### src/rtl/sobel_addr_gen.sv
// sobel_addr_gen: 3x3 window address sequencer for a Sobel filter.
//
// On start, walks every interior pixel (r,c) of a width x length image.
// For each pixel it issues nine read addresses covering the 3x3
// neighbourhood in row-major order, then one write address for the result.
// Results are stored densely as a (W-2)x(L-2) row-major image.
//
// Ports:
//   HCLK, HRESET        clock (rising edge), asynchronous active-low reset
//   start               begin-frame request, sampled only in IDLE
//   width, length       image dimensions in pixels, latched on start
//   initial_addr_r/_w   8-bit source/destination bases, shifted by BASE_SHIFT
//   rd_req/rd_addr      read request and pixel address
//   win_idx             window position 0..8 of the current read
//   rd_ack              read accepted; ignored unless rd_req
//   wr_req/wr_addr      write request and output pixel address
//   wr_ack              write accepted; ignored unless wr_req
//   busy                frame in progress
//   done                one-cycle end-of-frame pulse
//   size_err            sticky flag: last accepted start had width<3 or length<3

module sobel_addr_gen #(
    parameter int unsigned ADDR_W     = 32,
    parameter int unsigned BASE_SHIFT = 16
) (
    input  logic              HCLK,
    input  logic              HRESET,
    input  logic              start,
    input  logic [11:0]       width,
    input  logic [11:0]       length,
    input  logic [7:0]        initial_addr_r,
    input  logic [7:0]        initial_addr_w,
    output logic              rd_req,
    output logic [ADDR_W-1:0] rd_addr,
    output logic [3:0]        win_idx,
    input  logic              rd_ack,
    output logic              wr_req,
    output logic [ADDR_W-1:0] wr_addr,
    input  logic              wr_ack,
    output logic              busy,
    output logic              done,
    output logic              size_err
);

    typedef enum logic [1:0] {StIdle, StRead, StWrite, StDone} state_e;

    state_e            state_q, state_d;
    logic [11:0]       w_q, w_d;
    logic [11:0]       l_q, l_d;
    logic [ADDR_W-1:0] base_r_q, base_r_d;
    logic [ADDR_W-1:0] base_w_q, base_w_d;
    logic [11:0]       r_q, r_d;
    logic [11:0]       c_q, c_d;
    logic [3:0]        k_q, k_d;
    // Column within the current window row (k % 3), kept to avoid a divider.
    logic [1:0]        kcol_q, kcol_d;
    // Offset of the window's top-left pixel: (r-1)*W + (c-1).
    logic [23:0]       win_base_q, win_base_d;
    // Offset of pixel k inside the window: (k/3)*W + k%3.
    logic [23:0]       k_off_q, k_off_d;
    logic [23:0]       out_idx_q, out_idx_d;
    logic              size_err_q, size_err_d;

    logic last_col;
    logic last_row;

    assign last_col = (c_q == w_q - 12'd2);
    assign last_row = (r_q == l_q - 12'd2);

    always_comb begin
        state_d    = state_q;
        w_d        = w_q;
        l_d        = l_q;
        base_r_d   = base_r_q;
        base_w_d   = base_w_q;
        r_d        = r_q;
        c_d        = c_q;
        k_d        = k_q;
        kcol_d     = kcol_q;
        win_base_d = win_base_q;
        k_off_d    = k_off_q;
        out_idx_d  = out_idx_q;
        size_err_d = size_err_q;

        unique case (state_q)
            StIdle: begin
                if (start) begin
                    w_d        = width;
                    l_d        = length;
                    base_r_d   = {{(ADDR_W-8){1'b0}}, initial_addr_r} << BASE_SHIFT;
                    base_w_d   = {{(ADDR_W-8){1'b0}}, initial_addr_w} << BASE_SHIFT;
                    r_d        = 12'd1;
                    c_d        = 12'd1;
                    k_d        = 4'd0;
                    kcol_d     = 2'd0;
                    win_base_d = 24'd0;
                    k_off_d    = 24'd0;
                    out_idx_d  = 24'd0;
                    if (width < 12'd3 || length < 12'd3) begin
                        size_err_d = 1'b1;
                        state_d    = StDone;
                    end else begin
                        size_err_d = 1'b0;
                        state_d    = StRead;
                    end
                end
            end

            StRead: begin
                if (rd_ack) begin
                    if (k_q == 4'd8) begin
                        state_d = StWrite;
                    end else begin
                        k_d = k_q + 4'd1;
                        if (kcol_q == 2'd2) begin
                            // Step from the end of one window row to the start of the next.
                            kcol_d  = 2'd0;
                            k_off_d = k_off_q + {12'd0, w_q} - 24'd2;
                        end else begin
                            kcol_d  = kcol_q + 2'd1;
                            k_off_d = k_off_q + 24'd1;
                        end
                    end
                end
            end

            StWrite: begin
                if (wr_ack) begin
                    if (last_col && last_row) begin
                        state_d = StDone;
                    end else begin
                        out_idx_d = out_idx_q + 24'd1;
                        k_d       = 4'd0;
                        kcol_d    = 2'd0;
                        k_off_d   = 24'd0;
                        state_d   = StRead;
                        if (last_col) begin
                            // Top-left moves from column W-3 of row r-1 to column 0 of row r.
                            c_d        = 12'd1;
                            r_d        = r_q + 12'd1;
                            win_base_d = win_base_q + 24'd3;
                        end else begin
                            c_d        = c_q + 12'd1;
                            win_base_d = win_base_q + 24'd1;
                        end
                    end
                end
            end

            StDone: begin
                state_d = StIdle;
            end

            default: begin
                state_d = StIdle;
            end
        endcase
    end

    always_ff @(posedge HCLK or negedge HRESET) begin
        if (!HRESET) begin
            state_q    <= StIdle;
            w_q        <= 12'd0;
            l_q        <= 12'd0;
            base_r_q   <= '0;
            base_w_q   <= '0;
            r_q        <= 12'd0;
            c_q        <= 12'd0;
            k_q        <= 4'd0;
            kcol_q     <= 2'd0;
            win_base_q <= 24'd0;
            k_off_q    <= 24'd0;
            out_idx_q  <= 24'd0;
            size_err_q <= 1'b0;
        end else begin
            state_q    <= state_d;
            w_q        <= w_d;
            l_q        <= l_d;
            base_r_q   <= base_r_d;
            base_w_q   <= base_w_d;
            r_q        <= r_d;
            c_q        <= c_d;
            k_q        <= k_d;
            kcol_q     <= kcol_d;
            win_base_q <= win_base_d;
            k_off_q    <= k_off_d;
            out_idx_q  <= out_idx_d;
            size_err_q <= size_err_d;
        end
    end

    // Outputs are decoded from state so that reset clears them without waiting for a clock.
    always_comb begin
        rd_req   = (state_q == StRead);
        wr_req   = (state_q == StWrite);
        busy     = (state_q == StRead) || (state_q == StWrite);
        done     = (state_q == StDone);
        size_err = size_err_q;
        rd_addr  = '0;
        win_idx  = 4'd0;
        wr_addr  = '0;
        if (state_q == StRead) begin
            rd_addr = base_r_q + ADDR_W'(win_base_q + k_off_q);
            win_idx = k_q;
        end
        if (state_q == StWrite) begin
            wr_addr = base_w_q + ADDR_W'(out_idx_q);
        end
    end

endmodule
### config.mk
export PLATFORM = sky130hd
export DESIGN_NAME = sobel_addr_gen
export DESIGN_NICKNAME = d
export VERILOG_FILES = /design/src/rtl/sobel_addr_gen.sv
export SDC_FILE = /design/constraint.sdc
export NUM_CORES = 1
export LEC_CHECK = 0
export ABC_AREA = 1
export BUFFER_PORTS_ARGS = -buffer_cell sky130_fd_sc_hd__buf_2
export CAP_MARGIN = 20
export CORE_ASPECT_RATIO = 1.75
export CORE_MARGIN = 5
export CORE_UTILIZATION = 55
export CTS_CLUSTER_DIAMETER = 200
export CTS_CLUSTER_SIZE = 8
export DETAILED_ROUTE_END_ITERATION = 16
export PLACE_DENSITY = 0.75
export SLEW_MARGIN = 10
export SYNTH_ARGS = -nofsm -noshare
export SYNTH_HDL_FRONTEND = slang
export SYNTH_SLANG_ARGS = --single-unit
### constraint.sdc
create_clock -name HCLK -period 2.9 [get_ports HCLK]
set_clock_uncertainty 0.05 [all_clocks]
set_input_delay 0.435 -clock HCLK [delete_from_list [all_inputs] [get_ports HCLK]]
set_output_delay 0.435 -clock HCLK [all_outputs]
set_load 0.005 [all_outputs]
==> results of run 1 <==
-- sequential cells by signal, summed over array words and instances (netlist names) --
name / cells
w_q: 12
r_q: 12
l_q: 12
win_base_q: 24
kcol_q: 2
out_idx_q: 24
base_r_q: 8
base_w_q: 8
k_off_q: 24
c_q: 12
state_q: 2
k_q: 4
size_err: 1
-- timing repair --
action                     4_1_cts  5_1_grt
hold buffers                     1        0
pin swaps                       48       93
hold endpoints to repair        53        0
buffers inserted                19       19
setup endpoints to repair       46       84
gates resized for setup        145      169
cloned                           0        0
-- kinds of logic after synthesis --
family,share of synthesized area [%]
and+or+nand+nor,34.1
buffers and inverters,10.0
AOI/OAI and AO/OA,9.97
DFF,26.9
adders and majority gates,11.4
xor gates and xnor gates,5.98
muxes,1.50
other,0.0278
-- worst max-delay path, delay by kind of cell (launching register included) --
kind,cells,cell delay (ns)
AO/OA/AOI/OAI,2,0.28
adder cells (fa/ha/maj),2,0.87
buffers and inverters,3,0.34
flip-flops,1,0.41
AND/OR/NAND/NOR,5,0.62
-- Yosys cell counts (6+ instances only) --
| cell type | instances | share of area, % |
|---|---|---|
| sky130_fd_sc_hd__a21o_1 | 6 | 0.33 |
| sky130_fd_sc_hd__a21oi_1 | 107 | 4.0 |
| sky130_fd_sc_hd__buf_4 | 20 | 1.1 |
| sky130_fd_sc_hd__clkbuf_1 | 29 | 0.81 |
| sky130_fd_sc_hd__dfrtp_1 | 145 | 27 |
| sky130_fd_sc_hd__fa_1 | 12 | 1.8 |
| sky130_fd_sc_hd__ha_1 | 104 | 9.7 |
| sky130_fd_sc_hd__inv_1 | 257 | 7.2 |
| sky130_fd_sc_hd__mux2_2 | 18 | 1.5 |
| sky130_fd_sc_hd__nand2_1 | 610 | 17 |
| sky130_fd_sc_hd__nand3_1 | 130 | 4.8 |
| sky130_fd_sc_hd__nand4_1 | 54 | 2.5 |
| sky130_fd_sc_hd__nor2_1 | 221 | 6.2 |
| sky130_fd_sc_hd__nor3_1 | 47 | 1.7 |
| sky130_fd_sc_hd__nor4_1 | 13 | 0.60 |
| sky130_fd_sc_hd__o21ai_0 | 99 | 3.7 |
| sky130_fd_sc_hd__o21ai_1 | 19 | 0.71 |
| sky130_fd_sc_hd__o21bai_1 | 7 | 0.39 |
| sky130_fd_sc_hd__xnor2_1 | 17 | 1.1 |
| sky130_fd_sc_hd__xor2_1 | 75 | 4.9 |
-- area by class of cell --
class	instances	area, sq um	area share (%)
multi-input cells	1593	9840	56.2
inverters	265	1020	5.81
well taps	308	385	2.20
flip-flops and latches	145	3650	20.9
clock buffers	20	457	2.61
repair buffers	287	2020	11.5
clock inverters	11	130	0.744
-- metrics by stage --
step	total power [W]	cell area [sq um]	TNS (ns)	hold slack, ns	util [%]
after floorplan	0.00866	13500	0	0.0894	-
after global placement	0.0115	15200	-2.45	0.380	63.2
after detailed placement	0.0117	15200	-2.70	0.382	63.2
after CTS	0.0144	16700	-3.89	0.155	69.2
after global routing	0.0164	17500	-8.94	0.169	72.5
final	0.0151	17500	-4.86	0.169	72.5
-- power breakdown --
| part | switching (W) | total (W) | internal [W] |
|---|---|---|---|
| logic | 0.00613 | 0.00992 | 0.00379 |
| clock network | 0.000944 | 0.00226 | 0.00132 |
| registers | 0.000497 | 0.00296 | 0.00247 |
-- worst max-delay path by stage --
stage | endpoint | startpoint
after global routing | rd_addr[23] | k_off_q[17]
after CTS | rd_addr[23] | win_base_q[17]
final | rd_addr[19] | k_off_q[17]
after detailed placement | win_base_q[22] | w_q[1]
after global placement | win_base_q[15] | w_q[1]
after floorplan | win_base_q[22] | w_q[1]
-- routing by layer --
metal	routed length, um	vias to the layer above	global-route usage (%)	part of all wire, %
met1	17000	6743	35.9	37
met4	2680	0	16.8	5.9
met2	24200	480	58.5	53
met5	0	-	0	0
li1	-	7100	-	-
met3	1850	178	4.17	4.0
==> reports/summary.json, run 1 <==
{
  "setup.worst_path.start_class": "flop",
  "worst_slew_pin_slew_ns": 0.799,
  "post_detailed_placement_half_perimeter_wirelength_mm": 33.8,
  "min_delay_worst_type": "input port to flop",
  "postSynthAreaPerCell_sq_um": 6.56,
  "design.die.area_sq_um": 27800,
  "power_per_cell_area_nw_per_um2": 866,
  "rr_startpoint": "w_q[2]",
  "wire_per_inst_um": 17.4,
  "critical_path_class": "flop to output port",
  "initialDrtViolationCount": 1054,
  "grt_first_pass_wirelength_mm": 71.9,
  "design.core.area_sq_um": 24100,
  "drv_cap": 0,
  "slew-limit-headroom_pct": 46.2,
  "synthCells": 2053,
  "commonest_non_fill_non_tap_cell_in_the_layout": "sky130_fd_sc_hd__nand2_1",
  "tritoncts_clock_tree": "yes",
  "mappedNetlistArea_sq_um": 13500,
  "grt_pass1_vias": 14500,
  "num_antenna_cells": 0,
  "setup_repair_after_global_routing_missed_its_margin": "true",
  "failed_checks": "setup timing",
  "timing.final.setup_violations": 21,
  "layout_common_cells": "sky130_fd_sc_hd__nand2_1 (574), sky130_fd_sc_hd__inv_1 (238), sky130_fd_sc_hd__nor2_1 (195), sky130_fd_sc_hd__buf_4 (161), sky130_fd_sc_hd__dfrtp_1 (129)",
  "synthDistinctLibCells": 45,
  "synth.yosys.warnings": 0,
  "antenna_violations_before_repair": 0,
  "layout-area-overhead-vs-synth_pct": 29.9,
  "outcome": "complete, but fails checks",
  "finalCritPeriodShare_pct": 118,
  "clock_tree.htree_level_count": 4,
  "power.leakage_nw": 8.88,
  "fillerInstances": 2029,
  "drt-total-wl_mm": 45.7,
  "post-route-min-period_ns": 3.43,
  "clk-insertion-delay-late_ns": 0.45,
  "worstPathCellList": "fa_1, ha_4, nand2_4, nor2_4, inv_2, nor2_2, nand4_1, nand3_2, buf_6, o21ai_0, a21oi_1, buf_2",
  "timing.critical_path.to_type": "output port",
  "crit_arrival_ns": 2.95,
  "timing_max_transition_violations_final": 0,
  "cpMaxStageDelayCell": "sky130_fd_sc_hd__fa_1",
  "timing.critical_path.required_ns": 2.41,
  "timing.final.ws_setup_ns": -0.532,
  "synth-seq-area-share_pct": 26.9,
  "effective_utilization_at_floorplan_pct": 55.8,
  "critical-path-max-stage-delay_ns": 0.53,
  "pin_count": 118,
  "cts.root.buffer_cell": "sky130_fd_sc_hd__clkbuf_16",
  "numPlacedInstances": 2562,
  "globalRouteOverflowTotal": 0,
  "synth_enable_flop_cells": 0,
  "die_height_um": 217,
  "die_x_um": 128,
  "detailroute.via_count": 14500,
  "timing_hold_violations_final": 0,
  "globalplace.congestion": 0.983,
  "final_layout_size_suffix_gt1_share_pct": 24.7,
  "synth_seq_cells": 145,
  "worstReg2RegEnd": "win_base_q[20]",
  "peakVddDrop_mv": 0.500,
  "num_rows": 75,
  "cts_made_buffers": 17,
  "drt.antenna.violating_nets": 0,
  "min_delay_worst_endpoint": "base_w_q[17]",
  "timing.reg2reg.worst_path_depth": 20,
  "holdCritStartpoint": "initial_addr_w[1]",
  "hold-path-cell-count": 2,
  "io_buffers": 104,
  "clk_transition_reported_paths_ns": 0.06,
  "detail_route.first_pass.iterations": 5,
  "regToRegSetupSlack_ns": -0.07,
  "num-nets-final": 2470,
  "grt_max_degree": 65,
  "fmax_mhz": 291,
  "async_flop_share_pct": 100,
  "pre_cts_ws_ns": -0.244,
  "longest_clk_path_bufs": 2,
  "clkSinkCount": 145,
  "crit_path_max_fanout": 3,
  "route.detailed.vias_per_inst": 5.52,
  "groute.usage.overall_pct": 32.2,
  "drt_drc_violations_left": 0,
  "synthFlopType": "sky130_fd_sc_hd__dfrtp_1",
  "finish.cell_count_without_fillers": 2629
}
Note: power is estimated with default switching activity, not from simulation.
==> run 2: changes to the inputs <==
CORE_ASPECT_RATIO = not set   (was 1.75)
==> run 2 against run 1 <==
Effect of this change: the run still ends with setup timing left; sequential power about the same; final cell count up 0.11%; critical path depth up 1; combinational power down 2%; clock-buffer cell count down 2; setup slack better by 0.18 ns; first-iteration DRC count up 18%; core utilization down 1.1 points; design area down 0.95%; clock power down 4%; die area down 0.44%; sequential share of layout area up 0.19 points.
==> reports/summary.json, run 2 (synthesis results as in run 1) <==
{
  "outcome": "complete, but fails checks",
  "failed_checks": "setup timing",
  "grt_pass1_vias": {"value": 13900, "change": "-4.3%"},
  "min_delay_worst_type": "input port to flop",
  "drv_cap": {"value": 0, "change": "unchanged"},
  "holdCritStartpoint": "initial_addr_r[6]",
  "timing.reg2reg.worst_path_depth": {"value": 23, "change": "+15%"},
  "die_height": {"value": 166, "unit": "um", "change": "-23%"},
  "design_area": {"value": 17300, "unit": "sq um", "change": "-0.95%"},
  "design.die.area": {"value": 27700, "unit": "sq um", "change": "-0.44%"},
  "drt_drc_violations_left": {"value": 0, "change": "unchanged"},
  "post-route-min-period": {"value": 3.25, "unit": "ns", "change": "-0.183 ns"},
  "cell_family_with_the_largest_share_of_critical_path_delay": "compound AO/OA/AOI/OAI gates",
  "effective_utilization_at_floorplan": {"value": 55.5, "unit": "%", "change": "-0.30 points"},
  "power_per_cell_area": {"value": 860, "unit": "nW/um^2", "change": "-0.71%"},
  "clock_tree.htree_level_count": {"value": 4, "change": "unchanged"},
  "tritoncts_clock_tree": "yes",
  "design.core.area": {"value": 24200, "unit": "sq um", "change": "+0.54%"},
  "timing.critical_path.depth": {"value": 13, "change": "+1"},
  "num_antenna_cells": {"value": 0, "change": "unchanged"},
  "regToRegSetupSlack": {"value": 0, "unit": "ns", "change": "+0.07 ns"},
  "commonest_non_fill_non_tap_cell_in_the_layout": "sky130_fd_sc_hd__nand2_1",
  "layout-area-overhead-vs-synth_pct": 28.7,
  "rr_startpoint": "w_q[1]",
  "timing.critical_path.required": {"value": 2.41, "unit": "ns", "change": "about the same"},
  "globalplace.congestion": {"value": 1.02, "change": "+3.9%"},
  "io_buffers": {"value": 104, "change": "unchanged"},
  "min_delay_worst_endpoint": "base_r_q[22]",
  "clk-insertion-delay-late": {"value": 0.44, "unit": "ns", "change": "about the same"},
  "worstReg2RegEnd": "win_base_q[17]",
  "cts_made_buffers": {"value": 17, "change": "unchanged"},
  "setup_repair_after_global_routing_missed_its_margin": "true",
  "finalCritPeriodShare": {"value": 112, "unit": "%", "change": "-6.3 points"},
  "timing.critical_path.to_type": "output port",
  "drt.antenna.violating_nets": {"value": 0, "change": "unchanged"},
  "cts.root.buffer_cell": "sky130_fd_sc_hd__clkbuf_16",
  "crit_path_max_fanout": {"value": 4, "change": "+1"},
  "power.leakage": {"value": 8.77, "unit": "nW", "change": "-1.1%"},
  "drt-total-wl": {"value": 45.4, "unit": "mm", "change": "-0.69%"},
  "critical-path-max-stage-delay": {"value": 0.42, "unit": "ns", "change": "-0.11 ns"},
  "final_layout_size_suffix_gt1_share": {"value": 23.8, "unit": "%", "change": "-0.90 points"},
  "post_detailed_placement_half_perimeter_wirelength": {"value": 32.9, "unit": "mm", "change": "-2.7%"},
  "fmax": {"value": 308, "unit": "MHz", "change": "+5.6%"},
  "longest_clk_path_bufs": {"value": 2, "change": "unchanged"},
  "clkSinkCount": {"value": 145, "change": "unchanged"},
  "detailroute.via_count": {"value": 14700, "change": "+1.2%"},
  "reg.largest.list": "k_off_q x24, out_idx_q x24, win_base_q x24",
  "peakVddDrop": {"value": 0.525, "unit": "mV", "change": "+5.0%"},
  "num_rows": {"value": 57, "change": "-24%"},
  "antenna_violations_before_repair": {"value": 0, "change": "unchanged"},
  "initialDrtViolationCount": {"value": 1240, "change": "+18%"},
  "timing.final.ws_setup": {"value": -0.349, "unit": "ns", "change": "+0.183 ns"},
  "grt_first_pass_wirelength": {"value": 69.2, "unit": "mm", "change": "-3.8%"},
  "slew-limit-headroom": {"value": 36.4, "unit": "%", "change": "-9.8 points"},
  "groute.usage.overall": {"value": 30.1, "unit": "%", "change": "-2.1 points"},
  "globalRouteOverflowTotal": {"value": 0, "change": "unchanged"},
  "fin_worst_hold_slack": {"value": 0.172, "unit": "ns", "change": "+0.00281 ns"},
  "timing_hold_violations_final": {"value": 0, "change": "unchanged"},
  "pin_count": {"value": 118, "change": "unchanged"},
  "num-nets-final": {"value": 2456, "change": "-0.57%"},
  "dpl-instance-area": {"value": 15200, "unit": "sq um", "change": "-0.57%"},
  "layout_common_cells": "sky130_fd_sc_hd__nand2_1 (581), sky130_fd_sc_hd__inv_1 (238), sky130_fd_sc_hd__nor2_1 (193), sky130_fd_sc_hd__buf_4 (145), sky130_fd_sc_hd__dfrtp_1 (131)",
  "worst_slew_pin_slew": {"value": 0.945, "unit": "ns", "change": "+0.146 ns"},
  "worstPathCellList": "ha_4, ha_4, a21oi_1, o21ai_1, buf_4, nand2_2, nand2_1, nand2_1, nand3_2, a21oi_2, xor2_1, nor2_1, buf_2",
  "hold-path-cell-count": {"value": 2, "change": "unchanged"},
  "cpMaxStageDelayCell": "sky130_fd_sc_hd__dfrtp_1",
  "crit_arrival": {"value": 2.76, "unit": "ns", "change": "-0.19 ns"},
  "critical_path_class": "flop to output port",
  "grt_max_degree": {"value": 70, "change": "+7.7%"},
  "timing.critical_path.buf_inv": {"value": 2, "change": "-1"},
  "setup.worst_path.start_class": "flop",
  "detail_route.first_pass.iterations": {"value": 6, "change": "+1"},
  "timing.final.setup_violations": {"value": 20, "change": "-4.8%"},
  "wire_per_inst": {"value": 17.2, "unit": "um", "change": "-0.80%"},
  "clk_transition_reported_paths": {"value": 0.07, "unit": "ns", "change": "about the same"},
  "die_x": {"value": 166, "unit": "um", "change": "+30%"},
  "route.detailed.vias_per_inst": {"value": 5.58, "change": "+1.1%"},
  "timing_max_transition_violations_final": {"value": 0, "change": "unchanged"}
}
## run 2: worst max path at each step
stage | startpoint | endpoint
after floorplan | w_q[1] | win_base_q[22]
after global placement | w_q[2] | win_base_q[17]
after detailed placement | w_q[1] | win_base_q[19]
final | win_base_q[6] | rd_addr[21]
after CTS | k_off_q[20] | rd_addr[23]
after global routing | win_base_q[12] | rd_addr[19]
## run 2: through the flow
stage | worst slack, ns | utilization [%] | cells | TNS [ns] | power (W)
after floorplan | 0.00420 | - | 2065 | 0 | 0.00866
after global routing | -0.486 | 71.5 | 2632 | -10.08 | 0.0160
after global placement | -0.0505 | 62.5 | 2562 | -0.214 | 0.0111
after detailed placement | -0.112 | 62.5 | 2562 | -0.794 | 0.0112
final | -0.349 | 71.5 | 2632 | -4.04 | 0.0149
after CTS | -0.389 | 67.9 | 2612 | -3.94 | 0.0138
## run 2: area by class of cell
| cell class | instances | area, sq um |
|---|---|---|
| inverters | 265 | 1010 |
| fillers | 2004 | 6920 |
| flip-flops and latches | 145 | 3650 |
| repair buffers | 273 | 1990 |
| clock inverters | 14 | 119 |
| multi-input cells | 1593 | 9720 |
| well taps | 324 | 405 |
| clock buffers | 18 | 439 |
## run 2: worst register-to-register path: stages, from the launching register on
cell                      delay, ns
sky130_fd_sc_hd__dfrtp_1       0.40
sky130_fd_sc_hd__inv_2         0.09
sky130_fd_sc_hd__ha_4          0.20
sky130_fd_sc_hd__inv_2         0.04
sky130_fd_sc_hd__nand2_1       0.04
sky130_fd_sc_hd__nand2_1       0.07
sky130_fd_sc_hd__nand3_2       0.08
sky130_fd_sc_hd__nor2_4        0.11
sky130_fd_sc_hd__buf_6         0.11
sky130_fd_sc_hd__inv_4         0.03
sky130_fd_sc_hd__nor3_2        0.10
sky130_fd_sc_hd__nand4_1       0.13
sky130_fd_sc_hd__nor3_2        0.13
sky130_fd_sc_hd__buf_4         0.17
sky130_fd_sc_hd__ha_4          0.14
sky130_fd_sc_hd__inv_4         0.04
sky130_fd_sc_hd__buf_6         0.11
sky130_fd_sc_hd__nor3_4        0.18
sky130_fd_sc_hd__nand4_1       0.11
sky130_fd_sc_hd__o31ai_1       0.09
sky130_fd_sc_hd__xor2_1        0.18
sky130_fd_sc_hd__nor2_1        0.05
sky130_fd_sc_hd__nand2_1       0.09
sky130_fd_sc_hd__nand2_1       0.05
## run 2: power by group
| part | switching (W) | leakage (nW) | internal (W) |
|---|---|---|---|
| clock | 0.00102 | 0.276 | 0.00115 |
| sequential | 0.000509 | 1.88 | 0.00246 |
| combinational | 0.00611 | 6.62 | 0.00365 |
## run 2: repair_timing
item,4_1_cts,5_1_grt
endpoints found under the setup margin,34,127
resized for setup,142,159
cloned,0,4
endpoints found under the hold margin,6,0
hold buffers,1,0
pin swaps,41,83
setup buffers,18,20
## run 2: layer usage
metal  vias to the layer above  global-route usage [%]  part of all wire [%]
li1                       7082                       -                     -
met1                      6836                    40.1                    41
met2                       652                    49.9                    47
met3                       107                    5.07                   7.9
met4                         0                    10.2                   3.6
met5                         -                       0                     0
